--- src/rtl/muldiv_unit.sv ---
// muldiv_unit: iterative 32-bit multiply/divide unit with HI/LO result registers.
//
// Ports:
//   clk    - clock, all state changes on the rising edge
//   rst    - synchronous active-high reset
//   start  - begin an operation (sampled only while busy=0)
//   op     - 0=MULT, 1=MULTU, 2=DIV, 3=DIVU
//   A, B   - operands (multiplicand/multiplier or dividend/divisor)
//   hi_we  - MTHI: load hi from wdata while idle
//   lo_we  - MTLO: load lo from wdata while idle
//   wdata  - data for MTHI/MTLO
//   busy   - operation in progress
//   done   - one-cycle pulse when new hi/lo values become visible
//   hi, lo - result registers (product high/low, or remainder/quotient)
//
// Timing: start accepted at edge E, 32 iteration edges E+1..E+32 in RUN,
// FINISH for one cycle, results written and done raised at edge E+33.
module muldiv_unit (
    input  logic        clk,
    input  logic        rst,
    input  logic        start,
    input  logic [1:0]  op,
    input  logic [31:0] A,
    input  logic [31:0] B,
    input  logic        hi_we,
    input  logic        lo_we,
    input  logic [31:0] wdata,
    output logic        busy,
    output logic        done,
    output logic [31:0] hi,
    output logic [31:0] lo
);

    typedef enum logic [1:0] {
        IDLE   = 2'd0,
        RUN    = 2'd1,
        FINISH = 2'd2
    } state_t;

    state_t      state_q;
    logic        is_div_q;   // op[1]: divide rather than multiply
    logic [63:0] acc_q;      // mult: {partial product, multiplier}; div: {remainder, quotient}
    logic [31:0] opb_q;      // magnitude of B (multiplicand or divisor)
    logic [31:0] a_q;        // original A, returned as hi on divide by zero
    logic [4:0]  cnt_q;
    logic        neg_q;      // negate product / quotient
    logic        rneg_q;     // negate remainder (follows dividend sign)
    logic        bzero_q;
    logic        busy_q;
    logic        done_q;
    logic [31:0] hi_q;
    logic [31:0] lo_q;

    // Signed ops (MULT, DIV) have op[0]=0; they work on magnitudes.
    logic        is_signed;
    logic [31:0] a_mag;
    logic [31:0] b_mag;
    logic [32:0] mul_sum;
    logic [63:0] mul_next;
    logic [32:0] div_rs;
    logic [32:0] div_diff;
    logic [63:0] div_next;
    logic [63:0] acc_d;
    logic [63:0] mul_res;
    logic [31:0] quot;
    logic [31:0] rem;
    logic [63:0] res_d;

    always_comb begin
        is_signed = ~op[0];
        a_mag     = (is_signed && A[31]) ? (32'd0 - A) : A;
        b_mag     = (is_signed && B[31]) ? (32'd0 - B) : B;

        // Shift-add step: add multiplicand into upper half when the current
        // multiplier LSB is set, then shift the whole 65-bit value right.
        mul_sum  = {1'b0, acc_q[63:32]} + (acc_q[0] ? {1'b0, opb_q} : 33'd0);
        mul_next = {mul_sum, acc_q[31:1]};

        // Restoring step: shift the next dividend bit into the remainder and
        // keep the subtraction only if it did not go negative.
        div_rs   = {acc_q[63:32], acc_q[31]};
        div_diff = div_rs - {1'b0, opb_q};
        div_next = div_diff[32] ? {div_rs[31:0], acc_q[30:0], 1'b0}
                                : {div_diff[31:0], acc_q[30:0], 1'b1};

        acc_d = is_div_q ? div_next : mul_next;

        mul_res = neg_q ? (64'd0 - acc_q) : acc_q;
        quot    = neg_q ? (32'd0 - acc_q[31:0]) : acc_q[31:0];
        rem     = rneg_q ? (32'd0 - acc_q[63:32]) : acc_q[63:32];

        if (!is_div_q) begin
            res_d = mul_res;
        end else if (bzero_q) begin
            res_d = {a_q, 32'hFFFF_FFFF};
        end else begin
            res_d = {rem, quot};
        end
    end

    always_ff @(posedge clk) begin
        if (rst) begin
            state_q  <= IDLE;
            is_div_q <= 1'b0;
            acc_q    <= 64'd0;
            opb_q    <= 32'd0;
            a_q      <= 32'd0;
            cnt_q    <= 5'd0;
            neg_q    <= 1'b0;
            rneg_q   <= 1'b0;
            bzero_q  <= 1'b0;
            busy_q   <= 1'b0;
            done_q   <= 1'b0;
            hi_q     <= 32'd0;
            lo_q     <= 32'd0;
        end else begin
            done_q <= 1'b0;
            case (state_q)
                IDLE: begin
                    if (start) begin
                        state_q  <= RUN;
                        busy_q   <= 1'b1;
                        is_div_q <= op[1];
                        acc_q    <= {32'd0, a_mag};
                        opb_q    <= b_mag;
                        a_q      <= A;
                        cnt_q    <= 5'd0;
                        neg_q    <= is_signed & (A[31] ^ B[31]);
                        rneg_q   <= is_signed & A[31];
                        bzero_q  <= (B == 32'd0);
                    end else begin
                        if (hi_we) hi_q <= wdata;
                        if (lo_we) lo_q <= wdata;
                    end
                end
                RUN: begin
                    acc_q <= acc_d;
                    cnt_q <= cnt_q + 5'd1;
                    if (cnt_q == 5'd31) state_q <= FINISH;
                end
                FINISH: begin
                    hi_q    <= res_d[63:32];
                    lo_q    <= res_d[31:0];
                    done_q  <= 1'b1;
                    busy_q  <= 1'b0;
                    state_q <= IDLE;
                end
                default: begin
                    state_q <= IDLE;
                    busy_q  <= 1'b0;
                end
            endcase
        end
    end

    assign busy = busy_q;
    assign done = done_q;
    assign hi   = hi_q;
    assign lo   = lo_q;

endmodule

--- config.mk ---
export PLATFORM = sky130hd
export DESIGN_NAME = muldiv_unit
export DESIGN_NICKNAME = d
export VERILOG_FILES = /design/src/rtl/muldiv_unit.sv
export SDC_FILE = /design/constraint.sdc
export NUM_CORES = 1
export LEC_CHECK = 0
export BUFFER_PORTS_ARGS = -buffer_cell sky130_fd_sc_hd__buf_2
export CORE_AREA = 2 2 217 219
export CTS_BUF_LIST = sky130_fd_sc_hd__clkbuf_4 sky130_fd_sc_hd__clkbuf_8 sky130_fd_sc_hd__clkbuf_16
export DETAILED_ROUTE_END_ITERATION = 6
export DIE_AREA = 0 0 219 221
export GPL_TIMING_DRIVEN = 0
export PLACE_DENSITY = 0.55
export SLEW_MARGIN = 40
export SYNTH_ARGS = -nofsm -noshare
export SYNTH_HDL_FRONTEND = slang
export SYNTH_SLANG_ARGS = --single-unit
--- constraint.sdc ---
create_clock -name clk -period 6.1 [get_ports clk]
set_input_delay 0.915 -clock clk [delete_from_list [all_inputs] [get_ports clk]]
set_output_delay 0.915 -clock clk [all_outputs]
set_load 0.02 [all_outputs]
Word-level counts from Yosys, hierarchy flattened
Cells that the tools add are included.
Operators by class
  $add $sub $neg: 8
  equal/unequal tests: 8
  multiplexer cells: 26
  bitwise gates (word level): 5
  reductions and logical operators: 12
Operators by type and width (count)
  $mux W64: 6
  $mux W32: 9
  $pmux W32 S2: 2
  $pmux W64 S2: 1
  $sub A1 B32 Y32 const A: 4
  $sub A1 B64 Y64 const A: 1
  $add A32 B32 Y33: 1
  $sub A33 B32 Y33: 1
  $logic_not A32 Y1: 1
  $ne A2 B2 Y1 const B: 5
  $pmux W5 S2: 1
  $reduce_and A2 Y1: 4
  $reduce_and A3 Y1: 2
  $add A5 B1 Y5 const B: 1
  $eq A5 B5 Y1 const B: 1
  $mux W5: 1
  $mux W2: 2
  $pmux W2 S2: 1
  $reduce_bool A2 Y1: 2
  $and A1 B1 Y1: 2
  $eq A2 B1 Y1 const B: 1
  $eq A2 B2 Y1 const B: 1
  $logic_and A1 B1 Y1: 2
  $logic_not A2 Y1: 1
  4 further kinds: 6
Storage, ports and cells
  register bits after elaboration: 205
  input bits: 103
  output and inout port bits: 66
  word-level logic and storage cells: 72

Depth between registers and ports, before layout
  depth in word-level cells: 5
  mapped depth: 14

Worst setup path after synthesis
OpenSTA, ideal clock, no wires.
  kind: register to register
  start: reg acc_q[0]
  end: reg hi_q[8] (netlist: hi[8])
  setup time: 134 ps
  data arrival time: 3167 ps
  data required time: 5966 ps
  slack: 2799 ps
  cell stages (with the launch flop): 14
  clock period less this slack: 3301 ps
  cell sequence: dfxtp_1 -> inv_1 -> clkbuf_1 -> ha_1 -> or3b_2 -> or2_2 -> buf_2 -> nand4b_1 -> or2_1 -> buf_2 -> nor2_1 -> mux2_2 -> a221oi_1 -> a211oi_1
Between the ends
  longest elaborated chain between the ends: 4
Ends and longest elaborated chain
  from (decl): RTL line 42  | logic [63:0] acc_q;
  from (signal assigned): RTL line 124  | acc_q <= {32'd0, a_mag};
  $sub A1 B64 Y64: RTL line 88  | mul_res = neg_q ? (64'd0 - acc_q) : acc_q;
  $mux W64: RTL line 88
  $mux W64: RTL line 92  | if (!is_div_q) begin
  $pmux W32 S2: RTL line 118  | case (state_q)
  to (signal assigned): RTL line 132  | if (hi_we) hi_q <= wdata;
  to (signal assigned): RTL line 142  | hi_q <= res_d[63:32];
  to (decl): RTL line 51  | logic [31:0] hi_q;
Every way passes these cells.
A chain may end at the register's enable or synchronous reset.

Final worst setup path
  start: reg acc_q[32]
  end: reg acc_q[59]
Between the ends
  longest elaborated chain between the ends: 4
Ends and longest elaborated chain
  $sub A33 B32 Y33: RTL line 82  | div_diff = div_rs - {1'b0, opb_q};
  $mux W64: RTL line 83  | div_next = div_diff[32] ? {div_rs[31:0], acc_q[30:0], 1'b0}
  $mux W64 (*): RTL line 86  | acc_d = is_div_q ? div_next : mul_next;
  $pmux W64 S2 (*): RTL line 118
Every way passes the cells marked *; elsewhere a longest branch is shown, timed or not.

==> metrics.txt <==
status=finished, final reports clean; CTS sink count=205; Area Overhead vs Synth=15.83%; CTS tree=built; Worst Hold Class=reg -> reg; hpwl dp=58740 um; crit-path max cell delay=610 ps; Worst-path clk slew=60 ps; total power=4.357 mW; syn nets=2338; CP Launch Type=register; CP delay by family, top=compound AO/OA/AOI/OAI gates; f_max=209.9 MHz; vias in the first global route=16837; Ant. Diodes=0; Max Slew Vio Count=0; first-pass GRT wire length=108600 um; Req. time, crit path=6540 ps; reg-to-reg startpoint=acc_q[32]$_SDFFE_PP0P_; I/O pins=169; pin count of the biggest net entering global routing=14; Initial Util=34.74%; Die X=219 um; Avg WL per Cell=24.65 um; nets=2533; Mean Syn Cell Area=7.397 sq um; GRT Overall Usage=29.60%; hold_ws=451.4 ps; Pre-antenna DRT Iters=6; crit path cell chain=inv_1 -> fa_1 -> nand2b_1 -> a21oi_1 -> o21ai_0 -> a21oi_1 -> a311oi_1 -> nor2_2 -> buf_2 -> o221ai_1 -> a311oi_1 -> o21ai_1; die height=221 um; sequential share of the synthesized area=25.65%; routed wire length=73500 um; critical path depth=12; CTS Hold Bufs=0; crit-path max FO=10; minimum clock period=4764 ps; Yosys Warn Count=0; EDFF count, synth=0; final setup fails=0; setup_tns=0 ps; Placer Congestion=0.9495; Clock Latency Late Sink=580 ps; initial DRC count=1725; Root Driver=clkbuf_16; hold path start=lo[9]$_SDFFE_PP0P_; Synth Flop Type=dfxtp_1; leak pwr=7.221 nW; asr flop ratio synth=0%; fraction of layout cells with a size suffix above 1=10.95%; Max-cap violations=0; row cnt=79; initial antenna violation count=0; H-tree levels=1; critical path class=reg -> reg; final worst path period share=78.09%; final hold vios=0; final core occ=40.24%; vias per cell=5.894; Worst-Margin Slew=910.9 ps; P per Cell Area=235.1 mW/mm^2; number of synthesized register bits=205; Worst Hold End=lo[9]$_SDFFE_PP0P_; critical path endpoint category=register; post-CTS sizing=0; reg2reg end=acc_q[59]$_SDFFE_PP0P_; CP max stage cell=a21oi_1; I/O Buffers=168; RSZ-0062 raised after global routing=no; Die Area=0.04840 sq mm; r2r setup slk=1340 ps; Layout Skew=12.55 ps; worst-case reg-to-reg path depth=12; Yosys cell types=74; Worst Path Buf+Inv=2; Mapped Area=0.01600 sq mm; total grt overflow=0; Post-DRT Antenna Nets=0; post-CTS setup buffer count=0; Crit path arrival time=5200 ps; cell count after synthesis=2163; clk buf depth=3; TritonCTS buffer count=25; normalized max-slew margin=39.27%; via count=17577; peak supply drop=0.1983 mV; DRC errors left=0; Hold Path Stages=2; core area=0.04606 sq mm
[tightest hold or removal path, delay by kind of cell (launching register included)]
| kind | cells | cell delay, ps |
|---|---|---|
| compound gates | 1 | 50 |
| flops | 1 | 310 |
| simple gates | 1 | 50 |
[layout make-up]
type | count | area [sq um]
buffer | 164 | 635.6
fill | 4956 | 27530
clock buffer | 30 | 681.9
multi-input combinational | 1734 | 11070
timing repair buffer | 168 | 840.8
clock inverter | 14 | 219.0
tap | 607 | 759.5
inverter | 60 | 225.2
sequential | 205 | 4104
[power by group]
group          internal, mW  total [mW]  switching, mW  leakage [nW]
logic                 0.391        1.17          0.778          5.10
registers              1.42        1.52         0.0941          1.68
clock network          1.01        1.67          0.659         0.443
total                  2.83        4.36           1.53          7.22
[through the flow]
stage | cells | setup WS (ps) | instance area (sq um)
5_1_grt | 2982 | 969.0 | 18530
2_1_floorplan | 2163 | 2799 | 16000
4_1_cts | 2982 | 1399 | 18530
3_3_place_gp | 2938 | 956.7 | 17600
3_5_place_dp | 2938 | 1423 | 17630
6_report | 2982 | 1336 | 18530
[logic make-up (layout without fill, tap and decap cells)]
| kind of cell | count (synthesis) | count (layout) | share of synthesized area [%] |
|---|---|---|---|
| flops | 205 | 205 | 25.65 |
| simple gates | 713 | 713 | 20.57 |
| compound gates | 711 | 711 | 29.14 |
| fa+ha+maj | 72 | 72 | 5.724 |
| mux | 63 | 63 | 4.004 |
| buf+inv | 224 | 436 | 5.341 |
| xor+xnor | 175 | 175 | 9.579 |
[cell usage in the layout (no fill, tap or decap), drive strengths merged, types with 31 or more instances in the layout]
cell,count
a211oi,92
a21o,38
a21oi,214
buf,189
clkbuf,173
dfxtp,205
ha,70
inv,60
mux2i,55
nand2,275
nand3,31
nor2,201
nor3,35
o21ai,124
o221ai,46
or3,31
xnor2,97
xor2,78
[registers in the layout, summed over array words and instances, names as in the netlist]
| name | count |
|---|---|
| acc_q | 64 |
| cnt_q | 5 |
| busy | 1 |
| a_q | 32 |
| done | 1 |
| hi | 32 |
| opb_q | 32 |
| lo | 32 |
| neg_q | 1 |
| bzero_q | 1 |
| rneg_q | 1 |
| state_q | 2 |
| is_div_q | 1 |
[routing by layer]
metal	GRT usage, %	part of all wire [%]
met1	40.79	44
met4	9.634	3.3
met3	4.893	8.0
met5	0	0
met2	46.78	45
[cell usage after synthesis, types with 5 or more instances]
master / number / area, sq um
clkbuf_1: 142 / 533.0
a2111oi_0: 8 / 70.07
buf_1: 11 / 41.29
o211ai_1: 20 / 150.1
nor4_1: 13 / 81.33
a211oi_1: 92 / 690.7
a21o_1: 38 / 285.3
nand4_1: 15 / 93.84
and3_1: 14 / 87.58
xnor2_1: 97 / 849.6
a311oi_1: 16 / 140.1
o21a_1: 12 / 90.09
nor2_1: 200 / 750.7
ha_1: 70 / 875.8
mux2_2: 8 / 90.09
a31oi_1: 15 / 93.84
a21oi_1: 214 / 1071
a41oi_1: 5 / 43.79
or3_1: 28 / 175.2
nand2_1: 275 / 1032
buf_2: 10 / 50.05
a22oi_1: 14 / 105.1
or4_1: 20 / 150.1
o31ai_1: 30 / 225.2
a221oi_1: 19 / 166.4
nand3_1: 31 / 155.2
nand2b_1: 25 / 156.4
xor2_1: 78 / 683.2
o41ai_1: 14 / 122.6
o22ai_1: 7 / 43.79
o21ai_0: 121 / 605.6
mux2i_1: 55 / 550.5
or2_2: 7 / 43.79
nor3_1: 35 / 175.2
dfxtp_1: 205 / 4104
o221ai_1: 46 / 402.9
inv_1: 59 / 221.5
nor2b_1: 17 / 106.4
and2_1: 7 / 43.79
a22o_1: 8 / 70.07
[worst max-delay path by stage]
stage | end | startpoint
3_5_place_dp | acc_q[59]$_SDFFE_PP0P_ | acc_q[32]$_SDFFE_PP0P_
4_1_cts | acc_q[59]$_SDFFE_PP0P_ | acc_q[32]$_SDFFE_PP0P_
3_3_place_gp | hi[2]$_SDFFE_PP0P_ | acc_q[0]$_SDFFE_PP0P_
5_1_grt | acc_q[59]$_SDFFE_PP0P_ | acc_q[32]$_SDFFE_PP0P_
6_report | acc_q[59]$_SDFFE_PP0P_ | acc_q[32]$_SDFFE_PP0P_
2_1_floorplan | hi[8]$_SDFFE_PP0P_ | acc_q[0]$_SDFFE_PP0P_
(Power assumes the default switching activity.)
